<file path="config.mk">
export PLATFORM = sky130hd
export DESIGN_NAME = quick_spi_peripheral
export DESIGN_NICKNAME = d
export VERILOG_FILES = /design/src/rtl/quick_spi_peripheral.sv
export SDC_FILE = /design/constraint.sdc
export NUM_CORES = 1
export LEC_CHECK = 0
export BUFFER_PORTS_ARGS = -buffer_cell sky130_fd_sc_hd__buf_4
export CORE_MARGIN = 8
export CORE_UTILIZATION = 30
export CTS_BUF_LIST = sky130_fd_sc_hd__clkbuf_4 sky130_fd_sc_hd__clkbuf_8
export DETAILED_ROUTE_END_ITERATION = 16
export SLEW_MARGIN = 20
export SYNTH_ARGS = -nofsm -noshare
export SYNTH_HDL_FRONTEND = slang
export SYNTH_SLANG_ARGS = --single-unit
</file>
<file path="constraint.sdc">
create_clock -name clk_i -period 2.39 [get_ports clk_i]
set_clock_uncertainty 0.2 [all_clocks]
set_input_delay 0.1195 -clock clk_i [delete_from_list [all_inputs] [get_ports clk_i]]
set_output_delay 0.1195 -clock clk_i [all_outputs]
set_load 0.1 [all_outputs]
</file>
<file path="src/rtl/quick_spi_peripheral.sv">
// SPI peripheral endpoint for the quick_spi protocol: SCLK idles high, sample on rise, shift on fall, MSB first.
// Optional MISO output-enable port and gating under QUICK_SPI_PERIPHERAL_MISO_TRISTATE_EN.
module quick_spi_peripheral #(
  parameter int unsigned MAX_DATA_LENGTH = 16,
  parameter int unsigned SYNC_STAGES     = 2,
  parameter logic        IDLE_FILL       = 1'b0,
  localparam int unsigned CW             = $clog2(MAX_DATA_LENGTH + 1)
) (
  input  logic                       clk_i,
  input  logic                       rst_ni,
  input  logic                       sclk_i,
  input  logic                       cs_n_i,
  input  logic                       sdata_i,
  output logic                       sdata_o,
`ifdef QUICK_SPI_PERIPHERAL_MISO_TRISTATE_EN
  output logic                       sdata_oe_o,
`endif
  input  logic [MAX_DATA_LENGTH-1:0] tx_data_i,
  input  logic                       tx_valid_i,
  output logic                       tx_ready_o,
  output logic [MAX_DATA_LENGTH-1:0] rx_data_o,
  output logic [CW-1:0]              rx_count_o,
  output logic                       rx_valid_o,
  output logic                       busy_o,
  output logic                       tx_underrun_o
);

  localparam int unsigned N  = MAX_DATA_LENGTH;
  localparam int unsigned SW = $clog2(SYNC_STAGES + 2);

  typedef enum logic [1:0] {RESYNC, IDLE, ACTIVE} state_t;

  state_t state, state_next;

  logic [SYNC_STAGES-1:0] sclk_sync, cs_sync, sdata_sync;
  logic                   sclk_q, cs_q;
  logic                   sclk_s, cs_s, sdata_s;
  logic                   sclk_rise, sclk_fall, cs_rise, cs_fall;
  logic [SW-1:0]          settle_cnt;
  logic                   settle_done;

  logic [N-1:0]  hold_data;
  logic [N-1:0]  tx_shift, tx_shift_next;
  logic [N-1:0]  rx_shift;
  logic [CW-1:0] bit_cnt;
  logic          first_fall;

  logic frame_start, frame_end, rx_shift_en, tx_shift_en, first_fall_clr;
  logic sdata_next;

  // Input synchronizers plus one extra copy for edge detection; idle level is 1
  always_ff @(posedge clk_i or negedge rst_ni) begin
    if (!rst_ni) begin
      sclk_sync  <= '1;
      cs_sync    <= '1;
      sdata_sync <= '1;
      sclk_q     <= 1'b1;
      cs_q       <= 1'b1;
    end else begin
      sclk_sync  <= {sclk_sync[SYNC_STAGES-2:0], sclk_i};
      cs_sync    <= {cs_sync[SYNC_STAGES-2:0], cs_n_i};
      sdata_sync <= {sdata_sync[SYNC_STAGES-2:0], sdata_i};
      sclk_q     <= sclk_sync[SYNC_STAGES-1];
      cs_q       <= cs_sync[SYNC_STAGES-1];
    end
  end

  assign sclk_s    = sclk_sync[SYNC_STAGES-1];
  assign cs_s      = cs_sync[SYNC_STAGES-1];
  assign sdata_s   = sdata_sync[SYNC_STAGES-1];
  assign sclk_rise = sclk_s & ~sclk_q;
  assign sclk_fall = ~sclk_s & sclk_q;
  assign cs_rise   = cs_s & ~cs_q;
  assign cs_fall   = ~cs_s & cs_q;

  // The synchronizers reset to idle, so wait for them to flush real pin levels before trusting cs_n
  always_ff @(posedge clk_i or negedge rst_ni) begin
    if (!rst_ni) begin
      settle_cnt <= '0;
    end else if (!settle_done) begin
      settle_cnt <= settle_cnt + SW'(1);
    end
  end

  assign settle_done = (settle_cnt == SW'(SYNC_STAGES + 1));

  always_ff @(posedge clk_i or negedge rst_ni) begin
    if (!rst_ni) begin
      state <= RESYNC;
    end else begin
      state <= state_next;
    end
  end

  // Next state and per-cycle datapath controls; a cs edge masks any coincident sclk edge
  always_comb begin
    state_next     = state;
    frame_start    = 1'b0;
    frame_end      = 1'b0;
    rx_shift_en    = 1'b0;
    tx_shift_en    = 1'b0;
    first_fall_clr = 1'b0;
    unique case (state)
      RESYNC: begin
        if (settle_done && cs_s) begin
          state_next = IDLE;
        end
      end
      IDLE: begin
        if (cs_fall) begin
          frame_start = 1'b1;
          state_next  = ACTIVE;
        end
      end
      ACTIVE: begin
        if (cs_rise) begin
          frame_end  = 1'b1;
          state_next = IDLE;
        end else begin
          rx_shift_en = sclk_rise;
          if (sclk_fall) begin
            first_fall_clr = first_fall;
            tx_shift_en    = ~first_fall;
          end
        end
      end
      default: state_next = RESYNC;
    endcase

    tx_shift_next = tx_shift;
    if (frame_start) begin
      tx_shift_next = tx_ready_o ? {N{IDLE_FILL}} : hold_data;
    end else if (tx_shift_en) begin
      tx_shift_next = {tx_shift[N-2:0], IDLE_FILL};
    end

`ifdef QUICK_SPI_PERIPHERAL_MISO_TRISTATE_EN
    sdata_next = (state_next == ACTIVE) ? tx_shift_next[N-1] : 1'b0;
`else
    sdata_next = tx_shift_next[N-1];
`endif
  end

  // TX holding register: a full word is consumed at frame start, an empty one may refill that same cycle
  always_ff @(posedge clk_i or negedge rst_ni) begin
    if (!rst_ni) begin
      tx_ready_o <= 1'b1;
      hold_data  <= '0;
    end else if (frame_start && !tx_ready_o) begin
      tx_ready_o <= 1'b1;
    end else if (tx_valid_i && tx_ready_o) begin
      tx_ready_o <= 1'b0;
      hold_data  <= tx_data_i;
    end
  end

  always_ff @(posedge clk_i or negedge rst_ni) begin
    if (!rst_ni) begin
      tx_shift      <= {N{IDLE_FILL}};
`ifdef QUICK_SPI_PERIPHERAL_MISO_TRISTATE_EN
      sdata_o       <= 1'b0;
      sdata_oe_o    <= 1'b0;
`else
      sdata_o       <= IDLE_FILL;
`endif
      rx_shift      <= '0;
      bit_cnt       <= '0;
      first_fall    <= 1'b0;
      rx_data_o     <= '0;
      rx_count_o    <= '0;
      rx_valid_o    <= 1'b0;
      busy_o        <= 1'b0;
      tx_underrun_o <= 1'b0;
    end else begin
      tx_shift      <= tx_shift_next;
      sdata_o       <= sdata_next;
`ifdef QUICK_SPI_PERIPHERAL_MISO_TRISTATE_EN
      sdata_oe_o    <= (state_next == ACTIVE);
`endif
      busy_o        <= (state_next == ACTIVE);
      tx_underrun_o <= frame_start & tx_ready_o;
      rx_valid_o    <= frame_end & (bit_cnt != '0);

      if (frame_start) begin
        rx_shift   <= '0;
        bit_cnt    <= '0;
        first_fall <= 1'b1;
      end else begin
        if (rx_shift_en) begin
          rx_shift <= {rx_shift[N-2:0], sdata_s};
          if (bit_cnt != CW'(N)) begin
            bit_cnt <= bit_cnt + CW'(1);
          end
        end
        if (first_fall_clr) begin
          first_fall <= 1'b0;
        end
      end

      if (frame_end && (bit_cnt != '0)) begin
        rx_data_o  <= rx_shift;
        rx_count_o <= bit_cnt;
      end
    end
  end

endmodule

</file>
==> results.py, run 1 <==
metrics = {
    "outcome": {
        "status": "complete, no violations",
    },
    "placed_design": {
        "gp_congestion": 0.7173,
        "io_buffers": 47,
        "place_area_um2": 4255,
        "hpwl_mm": 4.747,
        "dp_slack_ns": 0.2365,
        "dp.cells": 481,
    },
    "clocking": {
        "clock_path_buffers": 2,
        "clk_latency_ns": 0.37,
        "root_buffer": "clkbuf_8",
        "htree_levels": 3,
        "cts_made_buffers": 9,
        "path_clk_slew_ns": 0.10,
        "cts_setup_buffers": 0,
        "tritoncts": "yes",
        "clkSinkCount": 91,
    },
    "setup_path": {
        "path_depth": 4,
        "critPathArrivalTime_ns": 2.27,
        "end_kind": "register",
        "rrSetupSlack_ns": 0.20,
        "r2r_start": "state[0]",
        "critPathLaunch": "state[0]",
        "required_ns": 2.47,
        "worstSetupStartpointType": "register",
        "cp_max_fo": 17,
        "cp_top_family": "simple AND/OR/NAND/NOR gates",
        "r2r_cells": 4,
        "slowest_delay_ns": 0.73,
        "path_cells": "nand2b_1 > or4_4 > nand2_8 > a2bb2oi_1",
        "critical_path_class": "register to register",
        "r2r-end": "tx_shift[2]",
        "cp_num_buf_inv": 0,
        "cpMaxStageDelayCell": "or4_4",
    },
    "drt": {
        "wl_per_cell_um": 13.65,
        "drt_iter0_markers": 109,
        "wirelength_mm": 7.059,
        "vias": 2332,
        "ant_nets": 0,
        "vias_per_cell": 4.511,
        "drc": 0,
        "drt_pass1_iterations": 4,
    },
    "power": {
        "ir_drop_uv": 548.7,
        "p_leak_nw": 2.107,
        "p_per_area_nw_per_um2": 832.4,
    },
    "timing": {
        "tightest_slew_ns": 0.6996,
        "setup_tns_ns": 0,
        "min_period_ns": 2.189,
        "finalMaxSlewViolations": 0,
        "rsz0062_at_grt": "false",
        "finalSetupViolations": 0,
        "hold_viol": 0,
        "relSlewSlack": 0.5325,
        "fmax_ghz": 0.4569,
        "period_share": 0.9157,
        "setup_ws_ns": 0.2014,
    },
    "final_layout": {
        "syn2layout_area_growth_pct": 25.37,
        "final_util": 0.3860,
        "final_common_cell": "dfrtp_1",
        "layout_common_cells": "dfrtp_1 (82), buf_4 (54), mux2_2 (36)",
        "antenna_cells": 0,
        "drive_gt1_frac": 0.3754,
        "finalNetCount": 369,
        "seq_area_um2": 2288,
        "nFillCells": 1194,
        "design_area_um2": 4656,
        "final_cells": 517,
        "multiInputGateArea_um2": 1316,
    },
    "synthesis": {
        "synth-edff-count": 0,
        "synth_largest_area_cell": "dfrtp_1",
        "ys_ff_latch": 91,
        "yosysWarnings": 0,
        "synth_top_area_share": 0.5526,
        "ys_async_sr_fraction": 1.000,
        "netlist_area_um2": 3714,
        "synth_cell_type_count": 39,
        "syn_nets": 297,
        "ys.flop_type": "dfrtp_1",
        "synthCells": 272,
        "synth.area.top_cells": "dfrtp_1 (55%), mux2_2 (11%), dfstp_2 (6.4%), a2bb2oi_2 (4.0%), mux2i_1 (2.4%)",
        "yosysSeqAreaShare": 0.6162,
        "syn_avg_cell_area_um2": 13.65,
    },
    "global_routing": {
        "grt_max_degree": 48,
        "grt.overflow.total": 0,
        "antenna_found_initial": 0,
        "grt_first_pass_wirelength_mm": 12.64,
        "grtUsageTotal": 0.09777,
        "grt_pass1_vias": 2529,
    },
    "die": {
        "die_h_um": 127.3,
        "die_w_um": 127.3,
        "io_pins": 48,
        "core_area_um2": 12060,
        "rows": 40,
        "dieArea_um2": 16200,
        "initial_core_util": 0.3079,
    },
    "hold_path": {
        "hp-class": "input pin to asynchronous set/reset pin",
    },
    "job": {
        "max_cap_viol_count": 0,
    },
}
-- worst register-to-register path: stages (launching register included) --
cell and delay (ns):
dfrtp_1 0.44, nand2b_1 0.33, or4_4 0.73, nand2_8 0.21, a2bb2oi_1 0.19
-- logic make-up after synthesis --
family                   after synthesis  synth area share
adder cells (fa/ha/maj)                3           0.01011
AND/OR/NAND/NOR                       58           0.07985
XOR/XNOR                               3          0.007077
buffers and inverters                 18           0.03066
flip-flops                            91            0.6162
AO/OA/AOI/OAI                         54            0.1226
multiplexers                          45            0.1334
-- final cells by class --
class	instances	area share
Sequential cell	91	0.4915
Multi-Input combinational cell	163	0.2827
Timing Repair Buffer	75	0.1344
Tap cell	168	0.04515
Clock buffer	9	0.02661
Clock inverter	7	0.01639
Inverter	4	0.003225
-- worst max path at each step --
stage / slack (ns) / to
finish: 0.20 / tx_shift[2]
global route: 0.07 / tx_shift[3]
CTS: 0.21 / tx_shift[2]
detailed placement: 0.24 / tx_shift[2]
global placement: 0.32 / tx_shift[5]
floorplan: 0.33 / hold_data[10]
-- synth_stat cells (2+ instances only) --
library cell / number
dfrtp_1: 82
mux2_2: 36
nand2_1: 23
nor2_1: 16
o21ai_1: 14
a2bb2oi_2: 10
a22o_1: 9
dfstp_2: 9
mux2i_1: 9
buf_2: 6
a2bb2oi_1: 5
clkbuf_1: 4
inv_1: 4
a21oi_1: 3
buf_6: 3
ha_1: 3
nand2b_1: 3
nor2b_1: 3
o31ai_1: 3
xnor2_1: 3
a21o_1: 2
nand3b_1: 2
nor4_1: 2
o21a_1: 2
o21ai_0: 2
-- report_power, final --
group / internal [mW] / switching [mW]
Clock: 0.488 / 0.560
Combinational: 0.400 / 0.395
Sequential: 1.84 / 0.190
Total: 2.73 / 1.15
-- timing repair --
action | 4_1_cts | 5_1_grt
hold buffers | 20 | 0
setup endpoints to repair | 0 | 0
resized for setup | 0 | 0
endpoints found under the hold margin | 65 | 0
-- metrics by stage --
step,hold slack (ns),power (mW)
final,0.09469,3.875
after CTS,0.1035,3.946
after global routing,0.1543,4.132
after global placement,-0.03016,2.806
after detailed placement,-0.02274,2.841
after floorplan,-0.3761,2.631
-- registers in the layout (all words and copies together) (netlist names) --
| signal | flops |
|---|---|
| bit_cnt | 5 |
| busy_o | 1 |
| cs_q | 1 |
| cs_sync | 2 |
| first_fall | 1 |
| hold_data | 16 |
| rx_count_o | 5 |
| rx_data_o | 16 |
| rx_shift | 16 |
| rx_valid_o | 1 |
| sclk_q | 1 |
| sclk_sync | 2 |
| sdata_sync | 2 |
| settle_cnt | 2 |
| state | 2 |
| tx_ready_o | 1 |
| tx_shift | 16 |
| tx_underrun_o | 1 |
-- metal layers --
metal	track usage	up-vias	wire (µm)	share of wire
met5	0	-	0	0
met4	0.04409	0	128	0.018
met3	0.03411	9	331	0.047
met2	0.1548	47	3405	0.48
met1	0.1176	1162	3194	0.45
li1	-	1114	-	-
Power figures use the tool's default switching activity.
==> run 2, diff against run 1 <==
==> constraint.sdc (replaced) <==
create_clock -name clk_i -period 2.5 [get_ports clk_i]
set_clock_uncertainty 0.2 [all_clocks]
set_input_delay 0.125 -clock clk_i [delete_from_list [all_inputs] [get_ports clk_i]]
set_output_delay 0.125 -clock clk_i [all_outputs]
set_load 0.02 [all_outputs]
==> run 2 against run 1 <==
Effect of this change:
- maximum frequency rose by 3.2%
- sequential power fell by 4%
- die area did not move
- critical path type unchanged
- cell count rose by 0.39%
- routed wire length fell by 0.38%
- critical path depth did not move
==> results.py, run 2 (synthesis gave the netlist of run 1 again) <==
metrics = {
    "power": {
        "p_per_area_nw_per_um2": 765.1,
        "netSwitchingFraction": 0.2594,
        "p_sw_uw": 924.0,
        "sequentialPowerShare": 0.545,
        "p_leak_nw": 2.118,
        "clkPwrFrac": 0.278,
        "internal-power_mw": 2.638,
        "ir_drop_uv": 380.6,
        "combinationalPowerShare": 0.177,
        "finalPower_mw": 3.562,
    },
    "timing": {
        "finalSetupViolations": 0,
        "finalMaxSlewViolations": 0,
        "relSlewSlack": 0.5201,
        "rsz0062_at_grt": "false",
        "fmax_ghz": 0.4716,
        "hold_viol": 0,
        "setup_tns_ns": 0,
        "tightest_slew_ns": 0.7181,
        "min_period_ns": 2.120,
        "fin_hold_ws_ns": 0.1234,
        "period_share": 0.8482,
    },
    "clocking": {
        "clkSinkCount": 91,
        "htree_levels": 3,
        "clk_latency_ns": 0.37,
        "tritoncts": "yes",
        "cts_setup_buffers": 0,
        "cts-resized-gates": 0,
        "path_clk_slew_ns": 0.09,
        "clock_path_buffers": 2,
        "root_buffer": "clkbuf_8",
        "cts_made_buffers": 9,
        "hold_buffers": 20,
    },
    "drt": {
        "drc": 0,
        "drt_iter0_markers": 96,
        "wirelength_mm": 7.032,
        "vias": 2306,
        "ant_nets": 0,
        "vias_per_cell": 4.443,
        "wl_per_cell_um": 13.55,
        "drt_pass1_iterations": 4,
    },
    "hold_path": {
        "hp-class": "input pin to asynchronous set/reset pin",
    },
    "setup_path": {
        "r2r_start": "state[0]",
        "path_depth": 4,
        "slowest_delay_ns": 0.72,
        "worstSetupStartpointType": "register",
        "rrSetupSlack_ns": 0.38,
        "critical_path_class": "register to register",
        "critPathLaunch": "state[0]",
        "r2r_cells": 4,
        "required_ns": 2.59,
        "cpMaxStageDelayCell": "or4_4",
        "crit_end": "tx_shift[5]",
        "r2r-end": "tx_shift[5]",
        "cp_top_family": "simple AND/OR/NAND/NOR gates",
        "end_kind": "register",
        "cp_max_fo": 17,
        "path_cells": "nand2b_1 > or4_4 > nand2_8 > a2bb2oi_1",
        "critPathArrivalTime_ns": 2.21,
        "cp_num_buf_inv": 0,
    },
    "global_routing": {
        "antenna_found_initial": 0,
        "grt.overflow.total": 0,
        "grt_max_degree": 52,
        "grtUsageTotal": 0.09687,
        "grt_pass1_vias": 2500,
        "grt_first_pass_wirelength_mm": 12.41,
    },
    "final_layout": {
        "final_cells": 519,
        "drive_gt1_frac": 0.3789,
        "syn2layout_area_growth_pct": 25.37,
        "antenna_cells": 0,
        "design_area_um2": 4656,
        "finalNetCount": 371,
        "layout_common_cells": "dfrtp_1 (82), buf_4 (57), mux2_2 (36)",
        "final_common_cell": "dfrtp_1",
        "nFillCells": 1173,
    },
    "placed_design": {
        "io_buffers": 47,
        "dp.cells": 483,
        "hpwl_mm": 4.863,
        "gp_congestion": 0.7286,
        "place_area_um2": 4258,
    },
    "job": {
        "max_cap_viol_count": 0,
    },
    "die": {
        "io_pins": 48,
        "core_area_um2": 12060,
        "rows": 40,
        "die_w_um": 127.3,
        "die_h_um": 127.3,
        "initial_core_util": 0.3079,
        "dieArea_um2": 16200,
    },
    "outcome": {
        "status": "complete, no violations",
    },
}
## run 2: cell count changes in the layout (fill, tap and decap cells not counted), sizes merged
cell      delta
clkbuf       +2
inv          -1
clkinvlp     -1
buf          +2
## run 2: how the worst min path moves through the flow
| stage | from | endpoint | slack [ns] |
|---|---|---|---|
| finish | rst_ni | rx_shift[8] | 0.12 |
| floorplan | rst_ni | bit_cnt[0] | -0.37 |
| detailed placement | rst_ni | rx_count_o[2] | 0.005 |
| global route | cs_sync[0] | cs_sync[1] | 0.17 |
| global placement | rst_ni | rx_count_o[2] | -0.004 |
| CTS | rst_ni | rx_count_o[2] | 0.13 |
## run 2: per-stage QoR
stage | worst slack, ns | util
2_1_floorplan | 0.4807 | -
3_3_place_gp | 0.4372 | 0.3530
3_5_place_dp | 0.3735 | 0.3530
4_1_cts | 0.3713 | 0.3860
5_1_grt | 0.2787 | 0.3860
6_report | 0.3796 | 0.3860
## run 2: final cells by class
| type | count | area [µm²] | area share |
|---|---|---|---|
| flip-flops and latches | 91 | 2288 | 0.4915 |
| multi-input cells | 163 | 1316 | 0.2827 |
| repair buffers | 77 | 628.1 | 0.1349 |
| well taps | 168 | 210.2 | 0.04515 |
| clock buffers | 11 | 145.1 | 0.03117 |
| clock inverters | 5 | 52.55 | 0.01129 |
| inverters | 4 | 15.01 | 0.003225 |
## run 2: power groups by stage
stage | clock network, mW | registers [mW] | logic, mW
floorplan | 0 | 1.94 | 0.448
global placement | 0 | 1.96 | 0.597
detailed placement | 0 | 1.97 | 0.621
CTS | 1.05 | 1.94 | 0.650
global route | 1.11 | 1.98 | 0.702
finish | 0.990 | 1.94 | 0.632
## run 2: worst reg2reg max path: cells and delay by family (launching register included)
kind             cells  cell delay [ns]
AO/OA/AOI/OAI        1             0.18
flip-flops           1             0.42
AND/OR/NAND/NOR      3             1.25
## run 2: metal layers
metal	part of all wire	GRT usage	up-vias	wire length (µm)
met2	0.47	0.1489	38	3295
met5	0	0	-	0
met3	0.051	0.04077	11	356
met4	0.017	0.03989	0	118
met1	0.46	0.1174	1148	3262
li1	-	-	1109	-
